==> config.mk <==
export PLATFORM = sky130hd
export DESIGN_NAME = prime_job_sched_flat
export DESIGN_NICKNAME = d
export VERILOG_FILES = /design/src/rtl/prime_job_sched_if.sv /design/src/rtl/prime_job_sched.sv /design/src/flat_wrapper.sv
export SDC_FILE = /design/constraint.sdc
export NUM_CORES = 1
export LEC_CHECK = 0
export BUFFER_PORTS_ARGS = -buffer_cell sky130_fd_sc_hd__buf_2
export CORE_AREA = 2 2 158 160
export CTS_CLUSTER_SIZE = 16
export DETAILED_ROUTE_END_ITERATION = 7
export DIE_AREA = 0 0 160 162
export PLACE_DENSITY = 0.63
export SKIP_CTS_REPAIR_TIMING = 1
export SLEW_MARGIN = 0
export SYNTH_ARGS = -nofsm -noshare
export SYNTH_HDL_FRONTEND = slang
export SYNTH_SLANG_ARGS = --single-unit
export TNS_END_PERCENT = 100
==> constraint.sdc <==
create_clock -name clk -period 8.3 [get_ports clk]
set_input_delay 0.415 -clock clk [delete_from_list [all_inputs] [get_ports clk]]
set_output_delay 0.415 -clock clk [all_outputs]
set_load 0.01 [all_outputs]
==> src/rtl/prime_job_sched_if.sv <==
// Job request, engine and response signals of the prime-sum job scheduler.
// The scheduler uses the slave modport; requesters/engine/consumer use master.
interface prime_job_sched_if #(
    parameter int unsigned NREQ = 4,
    parameter int unsigned W    = 32
);
    localparam int unsigned IDW = (NREQ > 1) ? $clog2(NREQ) : 1;

    logic [NREQ-1:0]   req_valid;
    logic [NREQ-1:0]   req_ready;
    logic [NREQ*W-1:0] req_a;
    logic [NREQ*W-1:0] req_n;
    logic              eng_start;
    logic [W-1:0]      eng_a;
    logic [W-1:0]      eng_n;
    logic              eng_done;
    logic [W-1:0]      eng_sum;
    logic              rsp_valid;
    logic              rsp_ready;
    logic [IDW-1:0]    rsp_id;
    logic [W-1:0]      rsp_sum;
    logic              rsp_err;
    logic              busy;

    modport master (
        output req_valid, req_a, req_n, eng_done, eng_sum, rsp_ready,
        input  req_ready, eng_start, eng_a, eng_n, rsp_valid, rsp_id, rsp_sum, rsp_err, busy
    );

    modport slave (
        input  req_valid, req_a, req_n, eng_done, eng_sum, rsp_ready,
        output req_ready, eng_start, eng_a, eng_n, rsp_valid, rsp_id, rsp_sum, rsp_err, busy
    );
endinterface

==> src/rtl/prime_job_sched.sv <==
// Round-robin scheduler sharing one prime-sum engine between NREQ requesters,
// with an engine timeout that turns a hung job into an error response.
module prime_job_sched #(
    parameter int unsigned NREQ    = 4,
    parameter int unsigned W       = 32,
    parameter int unsigned TIMEOUT = 1024
) (
    input  logic              clk,
    input  logic              reset,
    prime_job_sched_if.slave  bus
);
    localparam int unsigned IDW = (NREQ > 1) ? $clog2(NREQ) : 1;
    localparam int unsigned TW  = $clog2(TIMEOUT + 1);

    typedef enum logic [1:0] {S_IDLE, S_ISSUE, S_WAIT, S_RESP} state_t;

    typedef struct packed {
        logic [IDW-1:0] id;
        logic [W-1:0]   sum;
        logic           err;
    } rsp_t;

    state_t         r_state, w_state_nxt;
    logic [IDW-1:0] r_rr_ptr, w_rr_nxt;
    logic [TW-1:0]  r_timer, w_timer_nxt;
    logic [W-1:0]   r_a, w_a_nxt;
    logic [W-1:0]   r_n, w_n_nxt;
    rsp_t           r_rsp, w_rsp_nxt;
    logic           r_eng_start, r_rsp_valid, r_busy;

    logic           w_any;
    logic [IDW-1:0] w_win;
    logic [IDW-1:0] w_idx;
    logic [W-1:0]   w_sel_a, w_sel_n;

    // Round-robin search from r_rr_ptr upward; lowest offset wins.
    always_comb begin
        w_any = 1'b0;
        w_win = '0;
        w_idx = '0;
        for (int k = int'(NREQ) - 1; k >= 0; k--) begin
            w_idx = IDW'((int'(r_rr_ptr) + k) % int'(NREQ));
            if (bus.req_valid[w_idx]) begin
                w_any = 1'b1;
                w_win = w_idx;
            end
        end
    end

    assign w_sel_a       = bus.req_a[32'(w_win)*W +: W];
    assign w_sel_n       = bus.req_n[32'(w_win)*W +: W];
    assign bus.req_ready = (r_state == S_IDLE && w_any) ? (NREQ'(1) << w_win) : '0;

    always_comb begin
        w_state_nxt = r_state;
        w_rr_nxt    = r_rr_ptr;
        w_timer_nxt = r_timer;
        w_a_nxt     = r_a;
        w_n_nxt     = r_n;
        w_rsp_nxt   = r_rsp;
        unique case (r_state)
            S_IDLE: begin
                if (w_any) begin
                    w_a_nxt      = w_sel_a;
                    w_n_nxt      = w_sel_n;
                    w_rsp_nxt.id = w_win;
                    // Zero-length job: answer immediately without the engine.
                    if (w_sel_n == '0) begin
                        w_rsp_nxt.sum = '0;
                        w_rsp_nxt.err = 1'b0;
                        w_state_nxt   = S_RESP;
                    end else begin
                        w_state_nxt   = S_ISSUE;
                    end
                end
            end
            S_ISSUE: begin
                w_timer_nxt = '0;
                w_state_nxt = S_WAIT;
            end
            S_WAIT: begin
                w_timer_nxt = r_timer + TW'(1);
                if (bus.eng_done) begin
                    w_rsp_nxt.sum = bus.eng_sum;
                    w_rsp_nxt.err = 1'b0;
                    w_state_nxt   = S_RESP;
                end else if (r_timer == TW'(TIMEOUT - 1)) begin
                    w_rsp_nxt.sum = '0;
                    w_rsp_nxt.err = 1'b1;
                    w_state_nxt   = S_RESP;
                end
            end
            S_RESP: begin
                if (bus.rsp_ready) begin
                    w_rr_nxt    = IDW'((32'(r_rsp.id) + 32'd1) % NREQ);
                    w_state_nxt = S_IDLE;
                end
            end
            default: w_state_nxt = S_IDLE;
        endcase
    end

    always_ff @(posedge clk) begin
        if (!reset) begin
            r_state     <= S_IDLE;
            r_rr_ptr    <= '0;
            r_timer     <= '0;
            r_a         <= '0;
            r_n         <= '0;
            r_rsp       <= '0;
            r_eng_start <= 1'b0;
            r_rsp_valid <= 1'b0;
            r_busy      <= 1'b0;
        end else begin
            r_state     <= w_state_nxt;
            r_rr_ptr    <= w_rr_nxt;
            r_timer     <= w_timer_nxt;
            r_a         <= w_a_nxt;
            r_n         <= w_n_nxt;
            r_rsp       <= w_rsp_nxt;
            r_eng_start <= (w_state_nxt == S_ISSUE);
            r_rsp_valid <= (w_state_nxt == S_RESP);
            r_busy      <= (w_state_nxt != S_IDLE);
        end
    end

    assign bus.eng_start = r_eng_start;
    assign bus.eng_a     = r_a;
    assign bus.eng_n     = r_n;
    assign bus.rsp_valid = r_rsp_valid;
    assign bus.rsp_id    = r_rsp.id;
    assign bus.rsp_sum   = r_rsp.sum;
    assign bus.rsp_err   = r_rsp.err;
    assign bus.busy      = r_busy;
endmodule
==> src/flat_wrapper.sv <==
// flat-port wrapper written by rule: the top's interface ports become plain ports
module prime_job_sched_flat 
#(
    parameter int unsigned NREQ    = 4,
    parameter int unsigned W       = 32,
    parameter int unsigned TIMEOUT = 1024
)
  (clk, reset, bus_req_valid, bus_req_a, bus_req_n, bus_eng_done, bus_eng_sum, bus_rsp_ready, bus_req_ready, bus_eng_start, bus_eng_a, bus_eng_n, bus_rsp_valid, bus_rsp_id, bus_rsp_sum, bus_rsp_err, bus_busy);
  prime_job_sched_if #(.NREQ(NREQ), .W(W)) bus_i ();
  input  logic clk;
  input  logic reset;
  input wire logic [$bits(bus_i.req_valid)-1:0] bus_req_valid;
  input wire logic [$bits(bus_i.req_a)-1:0] bus_req_a;
  input wire logic [$bits(bus_i.req_n)-1:0] bus_req_n;
  input wire logic [$bits(bus_i.eng_done)-1:0] bus_eng_done;
  input wire logic [$bits(bus_i.eng_sum)-1:0] bus_eng_sum;
  input wire logic [$bits(bus_i.rsp_ready)-1:0] bus_rsp_ready;
  output wire logic [$bits(bus_i.req_ready)-1:0] bus_req_ready;
  output wire logic [$bits(bus_i.eng_start)-1:0] bus_eng_start;
  output wire logic [$bits(bus_i.eng_a)-1:0] bus_eng_a;
  output wire logic [$bits(bus_i.eng_n)-1:0] bus_eng_n;
  output wire logic [$bits(bus_i.rsp_valid)-1:0] bus_rsp_valid;
  output wire logic [$bits(bus_i.rsp_id)-1:0] bus_rsp_id;
  output wire logic [$bits(bus_i.rsp_sum)-1:0] bus_rsp_sum;
  output wire logic [$bits(bus_i.rsp_err)-1:0] bus_rsp_err;
  output wire logic [$bits(bus_i.busy)-1:0] bus_busy;
  assign bus_i.req_valid = bus_req_valid;
  assign bus_i.req_a = bus_req_a;
  assign bus_i.req_n = bus_req_n;
  assign bus_i.eng_done = bus_eng_done;
  assign bus_i.eng_sum = bus_eng_sum;
  assign bus_i.rsp_ready = bus_rsp_ready;
  assign bus_req_ready = bus_i.req_ready;
  assign bus_eng_start = bus_i.eng_start;
  assign bus_eng_a = bus_i.eng_a;
  assign bus_eng_n = bus_i.eng_n;
  assign bus_rsp_valid = bus_i.rsp_valid;
  assign bus_rsp_id = bus_i.rsp_id;
  assign bus_rsp_sum = bus_i.rsp_sum;
  assign bus_rsp_err = bus_i.rsp_err;
  assign bus_busy = bus_i.busy;
  prime_job_sched #(.NREQ(NREQ), .W(W), .TIMEOUT(TIMEOUT)) u_core (.clk(clk), .reset(reset), .bus(bus_i));
endmodule
Yosys cells after proc, flatten, opt, wreduce, memory -nomap -nowiden
Cells that the tools add are included.
- word-level logic and storage cells: 70
- input port bits: 296
- output and inout port bits: 106
- register bits: 117
- reductions and logical operators: 9
- muxes and demuxes: 29
- eq/ne operators: 9
- shifts and indexed selects: 3
- $lt $le $gt $ge: 4
- $add $sub $neg: 5
- operator list (operator ; number):
    128-bit by 8-bit variable part select with 32-bit output ; 2
    33-bit 2-to-1 mux ; 4
    33-bit case mux with 2 select lines ; 1
    32-bit zero test ; 1
    11-bit case mux with 2 select lines ; 1
    2-bit 2-to-1 mux ; 9
    2-bit by 3-bit less-than comparator with 1-bit output, second input constant ; 4
    11-bit by 1-bit adder with 11-bit output, second input constant ; 1
    11-bit by 10-bit equality test with 1-bit output, second input constant ; 1
    1-bit binary-select mux with 2-bit select ; 4
    1-bit 2-to-1 mux ; 8
    2-bit case mux with 4 select lines ; 1
    2-bit equality test, second input constant ; 3
    2-bit nonzero test ; 3
    2-bit by 1-bit adder with 2-bit output, second input constant ; 2
    2-bit adder, second input constant ; 2
    2-bit by 1-bit equality test with 1-bit output, second input constant ; 2
    4-bit 2-to-1 mux ; 1
    2-bit AND reduction ; 2
    4-bit AND reduction ; 1
    1-bit by 2-bit << shifter with 4-bit output, first input constant ; 1
    3-bit by 2-bit inequality test with 1-bit output, second input constant ; 1
    2-bit zero test ; 1
    2-bit by 1-bit inequality test with 1-bit output, second input constant ; 1
    other kinds (2) ; 2

Logic depth before layout (Yosys ltp)
Gate-level depths: netlist (run 1).
- depth after elaboration: 13
- depth in mapped cells: 14
- mapped depth without buffers: 9

Worst setup path after synthesis (run 1)
Ideal clock, no wire load.
- path type: input-to-reg
- start point: input port bus_req_valid[3]
- end point: register u_core.r_rsp (netlist bit u_core.bus.rsp_sum[10])
- buffers on the path: 3
- stages on the path: 12
- data required time: 8180 ps
- data arrival time: 2837 ps
- setup time: 120 ps
- setup slack: 5344 ps
- cells stage by stage: or2_4 -> nand4bb_1 -> buf_4 -> nand2_4 -> buf_6 -> a211o_1 -> and2_1 -> or4_4 -> nor4_4 -> a41oi_4 -> buf_6 -> mux2i_1
- longest elaborated chain between the ends: 10
- elaborated cells between the ends (all ways): 21
- those cells by class: eq/ne: 2; shift: 1; mux: 16; reduce/logical: 2
- RTL lines (item ; RTL line ; text):
    start: declaration ; flat_wrapper.sv:12 ; input wire logic [$bits(bus_i.req_valid)-1:0] bus_req_valid;
    1-bit binary-select mux with 2-bit select ; prime_job_sched.sv:43 ; if (bus.req_valid[w_idx]) begin
    1-bit 2-to-1 mux (not written as such) ; prime_job_sched.sv:43 ;
    2-bit 2-to-1 mux (4 in a row) ; prime_job_sched.sv:43 ;
    128-bit by 8-bit variable part select with 32-bit output ; prime_job_sched.sv:51 ; assign w_sel_n = bus.req_n[32'(w_win)*W +: W];
    32-bit zero test ; prime_job_sched.sv:68 ; if (w_sel_n == '0) begin
    2-bit inequality test (no source line) ; n/a ;
    4-bit AND reduction (no source line) * ; n/a ;
    end signal: assignment ; prime_job_sched.sv:120 ; r_rsp <= w_rsp_nxt;
    end: declaration ; prime_job_sched.sv:28 ; rsp_t r_rsp, w_rsp_nxt;
Mark *: on every way between the ends. The rest lies on a longest branch, timed or not. The select of a mux whose other input is x is not followed.
A chain may end at the register's enable or synchronous reset.

Worst setup path in the final report (run 1)
- start point: register u_core.r_rr_ptr[0]
- end point: register u_core.r_rsp (netlist bit u_core.bus.rsp_sum[1])
- longest elaborated chain between the ends: 11
- elaborated cells between the ends (all ways): 24
- those cells by class: add/sub: 3; eq/ne: 2; shift: 1; mux: 16; reduce/logical: 2
- RTL lines (item ; RTL line ; text):
    start: declaration ; prime_job_sched.sv:24 ; logic [IDW-1:0] r_rr_ptr, w_rr_nxt;
    start signal: assignment ; prime_job_sched.sv:116 ; r_rr_ptr <= w_rr_nxt;
    2-bit adder ; prime_job_sched.sv:42 ; w_idx = IDW'((int'(r_rr_ptr) + k) % int'(NREQ));
    1-bit binary-select mux with 2-bit select ; prime_job_sched.sv:43 ;
    1-bit 2-to-1 mux (not written as such) ; prime_job_sched.sv:43 ;
    2-bit 2-to-1 mux (4 in a row) ; prime_job_sched.sv:43 ;
    128-bit by 8-bit variable part select with 32-bit output ; prime_job_sched.sv:51 ;
    32-bit zero test ; prime_job_sched.sv:68 ;
    2-bit inequality test (no source line) ; n/a ;
    4-bit AND reduction (no source line) * ; n/a ;
Marks and branches as above.

==> results of run 1 <==
[per-stage QoR]
stage / hold WS [ns] / instances / setup WS, ns
finish: 0.237 / 1656 / 3.39
floorplan: 0.458 / 965 / 5.34
CTS: 0.222 / 1652 / 3.45
global route: 0.224 / 1656 / 3.00
global placement: 0.440 / 1620 / 3.38
detailed placement: 0.446 / 1620 / 3.19
[kinds of logic (layout without fill, tap and decap cells)]
kind of cell             after synthesis  after routing  share of synthesized area [%]
AO/OA/AOI/OAI                        172            172                           15.7
multiplexers                          38             38                           5.66
AND/OR/NAND/NOR                      540            540                           36.3
flip-flops                           117            117                           34.9
adder cells (fa/ha/maj)                5              5                          0.931
buffers and inverters                 85            448                           5.53
other                                  0              4                              0
XOR/XNOR                               8              8                           1.04
[flip-flops by register name, indices dropped and copies added, names as in the netlist]
signal	flops
u_core.bus.busy	1
u_core.bus.eng_a	32
u_core.bus.eng_n	32
u_core.bus.eng_start	1
u_core.bus.rsp_err	1
u_core.bus.rsp_id	2
u_core.bus.rsp_sum	32
u_core.bus.rsp_valid	1
u_core.r_rr_ptr	2
u_core.r_state	2
u_core.r_timer	11
[synth_stat cells, types with 5 or more instances]
cell type	count	area share, %
a22oi_1	17	1.9
and3_1	27	2.5
a211o_1	16	2.1
clkbuf_1	48	2.7
a21oi_1	107	8.0
dfxtp_1	117	35
a211oi_1	9	1.0
o21ai_0	7	0.52
nand3_1	100	7.4
nand2_1	324	18
buf_1	14	0.78
or3_1	5	0.47
inv_1	7	0.39
and2_1	9	0.84
nor2_1	33	1.8
buf_2	9	0.67
xor2_1	7	0.91
ha_1	5	0.93
nand4_1	6	0.56
buf_6	5	0.84
mux2i_1	38	5.7
[per-layer routing]
| metal | vias up | GRT usage, % | part of all wire [%] |
|---|---|---|---|
| li1 | 4005 | - | - |
| met1 | 3749 | 26.8 | 41 |
| met2 | 338 | 40.3 | 50 |
| met3 | 38 | 5.26 | 6.6 |
| met4 | 0 | 7.29 | 2.4 |
| met5 | - | 0 | 0 |
[final timing paths]
kind | startpoint | end | slack, ns
worst min register to register | u_core.bus.eng_a[23]$_SDFFE_PN0P_ | u_core.bus.eng_a[23]$_SDFFE_PN0P_ | 0.45
worst max-delay path | u_core.r_rr_ptr[0]$_SDFFE_PN0P_ | u_core.bus.rsp_sum[1]$_SDFFE_PN0P_ | 3.39
worst min-delay path | bus_eng_sum[15] | u_core.bus.rsp_sum[15]$_SDFFE_PN0P_ | 0.24
worst max register to register | u_core.r_rr_ptr[0]$_SDFFE_PN0P_ | u_core.bus.rsp_sum[1]$_SDFFE_PN0P_ | 3.39
[power breakdown]
group / internal, W / total [W] / leakage [nW] / switching [W]
Combinational: 0.000164 / 0.000422 / 3.57 / 0.000258
Sequential: 0.000601 / 0.000624 / 0.957 / 0.0000225
Clock: 0.000426 / 0.000735 / 0.287 / 0.000309
Total: 0.00119 / 0.00178 / 4.82 / 0.000589
[worst reg2reg max path: stages (launching register included)]
cell and delay, ns:
dfxtp_1 0.37, nor2b_1 0.08, nand4bb_1 0.99, nand2_4 0.81, buf_4 0.79, a21oi_1 0.19, a22oi_1 0.39, nand3b_1 0.21
nor4_4 0.06, a41oi_4 0.16, buf_4 0.49, mux2i_1 0.29
[area by class of cell]
class | instances | share of cell area (%)
clock buffer | 17 | 4.49
sequential | 117 | 24.7
inverter | 8 | 0.317
timing repair buffer | 408 | 21.7
antenna | 4 | 0.106
tap | 324 | 4.28
multi-input combinational | 763 | 42.7
clock inverter | 15 | 1.64
==> results.toml, run 1 <==
[synth]
postSynth.asyncResetShare_pct = 0
ys_ff_latch = 117
synth_warnings = 0
ys_types = 53
syn_nets = 1266
ys.flop_type = "dfxtp_1"
synth_cells = 965
synth_edf_count = 0
syn_area_um2 = 6720
avgSynthCellArea_um2 = 6.96
synth-seq-area-share_pct = 34.9

[drt]
drtIter0Drc = 568
vias = 8130
first_pass_iters = 5
wire_per_inst_um = 18.2
viasPerCell = 4.91
drc = 0
final_antenna_net_count = 0
wl_um = 30200

[placement]
place.port_buffers = 401
hpwl_um = 22800
gp_congestion = 0.922
placed_area_um2 = 8880

[layout]
fin_util_pct = 39.3
nets = 1616
fillers = 2636
area_delta_synth_final_pct = 40.9
final_common_cell = "buf_2"
multi_input_area_um2 = 4040
seq_area_um2 = 2340
drive_above_1_share_pct = 34.4
fin_area_um2 = 9470
layout_common_cells = "buf_2 (401), nand2_1 (324), dfxtp_1 (117), a21oi_1 (107), nand3_1 (100)"

[global_route]
grt_max_degree = 104
grt_pass1_wl_um = 45300
antenna_found_initial = 5
grtUsageTotal_pct = 22.6
overflow = 0
grt_pass1_vias = 7913

[cts]
cts_root_buf = "clkbuf_16"
clk_pin_slew_ns = 0.07
cts_tree = "yes"
insertion_delay_ns = 0.41
clock_path_buffers = 2
cts_sinks = 117
cts_max_level = 4
cts_buffers = 17

[die]
fp.dieW_um = 160
rows = 57
initial_utilization_pct = 27.9
fp.dieH_um = 162
coreArea_um2 = 24100
ioPinCount = 402
die-area_um2 = 25900

[sta]
fin_crit_sh_pct = 59.1
worst_pin_slew_ns = 1.23
maxSlewViolCount = 0
period_needed_ns = 4.91
fmax_ghz = 0.204
finClkSkew_ns = 0.0102
hold_viol = 0
setup_tns_ns = 0
rsz0062_at_grt = "false"
finalSetupViolCount = 0
slew_headroom_pct = 18.2

[job]
max-cap-violations = 0

[critical_path]
cpMostUsedCell = "buf_4"
criticalPathCategory = "flip-flop to flip-flop"
startpoint_type = "flip-flop"
rr_worst_depth = 11
path_cells = "nor2b_1, nand4bb_1, nand2_4, buf_4, a21oi_1, a22oi_1, nand3b_1, nor4_4, a41oi_4, buf_4, mux2i_1"
worst-path-stages = 11
crit_slowest_cell = "nand4bb_1"
cp_top_family = "simple AND/OR/NAND/NOR gates"
cpPeakStageDelay_ns = 0.99
critPathRequiredTime_ns = 8.64
worstPathMaxFanout = 90
critPathBufInv = 2
cp_data_arrival_time_ns = 5.25
end_kind = "flip-flop"

[status]
outcome = "finished clean"

[pwr]
peakVddDrop_mv = 0.0939
power_w = 0.00178
p_leak_nw = 4.82
power.density_nw_per_um2 = 188

[hold_path]
hp-class = "input port to flip-flop"
hold_depth = 3
Power figures use the tool's default switching activity.
==> inputs of run 2 (changes only) <==
CORE_AREA = 2 2 155 157   (was 2 2 158 160)
DIE_AREA = 0 0 157 159   (was 0 0 160 162)
PLACE_DENSITY = 0.65   (was 0.63)
clock period = 5.05 ns   (was 8.3 ns; I/O delays follow)
==> results.toml, run 2 (synthesis gave the netlist of run 1 again) <==
[status]
outcome = "finished clean"

[sta]
fin_crit_sh_pct = 81.2
slew_headroom_pct = 21.3
finalSetupViolCount = 0
period_needed_ns = 4.10
hold_viol = 0
maxSlewViolCount = 0
finClkSkew_ns = 0.00947
fmax_ghz = 0.244
worst_pin_slew_ns = 1.18
fin_hold_ws_ns = 0.0872
rsz0062_at_grt = "false"
setup_tns_ns = 0

[cts]
insertion_delay_ns = 0.41
clock_path_buffers = 2
cts_max_level = 4
cts_sinks = 117
cts_root_buf = "clkbuf_16"
clk_pin_slew_ns = 0.06
cts_tree = "yes"
cts_buffers = 17

[global_route]
grt_pass1_wl_um = 42800
grt_pass1_vias = 7683
grtUsageTotal_pct = 22.4
overflow = 0
antenna_found_initial = 7
grt_max_degree = 75

[die]
ioPinCount = 402
initial_utilization_pct = 29.0
fp.dieW_um = 157
rows = 56
die-area_um2 = 25000
coreArea_um2 = 23200
fp.dieH_um = 159

[placement]
hpwl_um = 22600
place.port_buffers = 401
gp_congestion = 0.890

[pwr]
peakVddDrop_mv = 0.164
p_leak_nw = 4.84
power.density_nw_per_um2 = 313

[drt]
wl_met3_um = 2120
first_pass_iters = 5
wl_um = 29200
wire_per_inst_um = 17.7
met2_length_um = 14100
highest_layer = "met5"
viasPerCell = 4.95
vias = 8175
met1_length_um = 11800
drc = 0
drtIter0Drc = 675
final_antenna_net_count = 0

[critical_path]
cpMostUsedCell = "buf_4"
startpoint_type = "flip-flop"
crit_path_end = "u_core.bus.rsp_sum[27]$_SDFFE_PN0P_"
critPathRequiredTime_ns = 5.38
startpoint = "u_core.r_rr_ptr[1]$_SDFFE_PN0P_"
cpPeakStageDelay_ns = 0.77
cp_top_family = "simple AND/OR/NAND/NOR gates"
end_kind = "flip-flop"
rr_worst_depth = 10
r2r_end = "u_core.bus.rsp_sum[27]$_SDFFE_PN0P_"
cp_data_arrival_time_ns = 4.43
criticalPathCategory = "flip-flop to flip-flop"
worst-path-stages = 10
r2r-start = "u_core.r_rr_ptr[1]$_SDFFE_PN0P_"
crit_slowest_cell = "nand2_4"
critPathBufInv = 2
path_cells = "nand4bb_1, nand2_4, buf_4, a211oi_1, a31o_2, nor2b_1, and4_1, a41oi_4, buf_4, mux2i_1"
reg2reg_slack_ns = 0.95
worstPathMaxFanout = 57

[hold_path]
hp-class = "input port to flip-flop"

[layout]
fin_util_pct = 41.1
layout_common_cells = "buf_2 (401), nand2_1 (324), dfxtp_1 (117), a21oi_1 (107), nand3_1 (100)"
final_common_cell = "buf_2"
area_delta_synth_final_pct = 41.8
drive_above_1_share_pct = 34.5
nets = 1620

[job]
max-cap-violations = 0
[run 2: changes by cell type in the layout (fill, tap and decap cells not counted), sizes merged]
cell / delta
clkinv: +3
buf: +4
diode: -1
clkinvlp: +1
bufinv: +2
clkbuf: +3
inv: -10
[run 2: layout make-up]
class	instances	area, um^2
flip-flops and latches	117	2340
inverters	8	30.0
repair buffers	412	2100
multi-input cells	763	4040
fillers	2454	13700
clock buffers	20	457
clock inverters	11	150
well taps	319	399
diodes	3	7.51
[run 2: worst min-delay path by stage]
stage	from	end	cells after the start
2_1_floorplan	bus_eng_sum[0]	u_core.bus.rsp_sum[0]$_SDFFE_PN0P_	2
3_3_place_gp	u_core.bus.eng_a[10]$_SDFFE_PN0P_	u_core.bus.eng_a[10]$_SDFFE_PN0P_	2
3_5_place_dp	u_core.bus.eng_n[15]$_SDFFE_PN0P_	u_core.bus.eng_n[15]$_SDFFE_PN0P_	2
4_1_cts	bus_eng_sum[14]	u_core.bus.rsp_sum[14]$_SDFFE_PN0P_	3
5_1_grt	bus_eng_sum[16]	u_core.bus.rsp_sum[16]$_SDFFE_PN0P_	3
6_report	bus_eng_sum[16]	u_core.bus.rsp_sum[16]$_SDFFE_PN0P_	3
[run 2: where the power goes]
group          switching (W)  internal, W
clock               0.000463     0.000803
sequential         0.0000317     0.000988
combinational       0.000420     0.000274
total               0.000915      0.00207
[run 2: stage by stage]
stage	std cells	instance area [um^2]	power, W	worst slack (ns)
floorplan	965	6720	0.00142	2.22
global placement	1619	8920	0.00173	1.01
detailed placement	1619	8920	0.00174	0.821
CTS	1650	9520	0.00302	0.923
global route	1653	9530	0.00313	0.601
finish	1653	9530	0.00298	0.948
[run 2: metal layers]
layer	GRT usage, %	vias to the layer above
met4	9.88	6
met5	0	-
met3	4.49	53
met2	38.6	381
li1	-	4016
met1	26.8	3719
[run 2: worst register-to-register path, cell delays in order (launching register included)]
cell and delay, ns:
dfxtp_1 0.39, nand4bb_1 0.67, nand2_4 0.77, buf_4 0.43
a211oi_1 0.13, a31o_2 0.28, nor2b_1 0.12, and4_1 0.26
a41oi_4 0.20, buf_4 0.49, mux2i_1 0.28
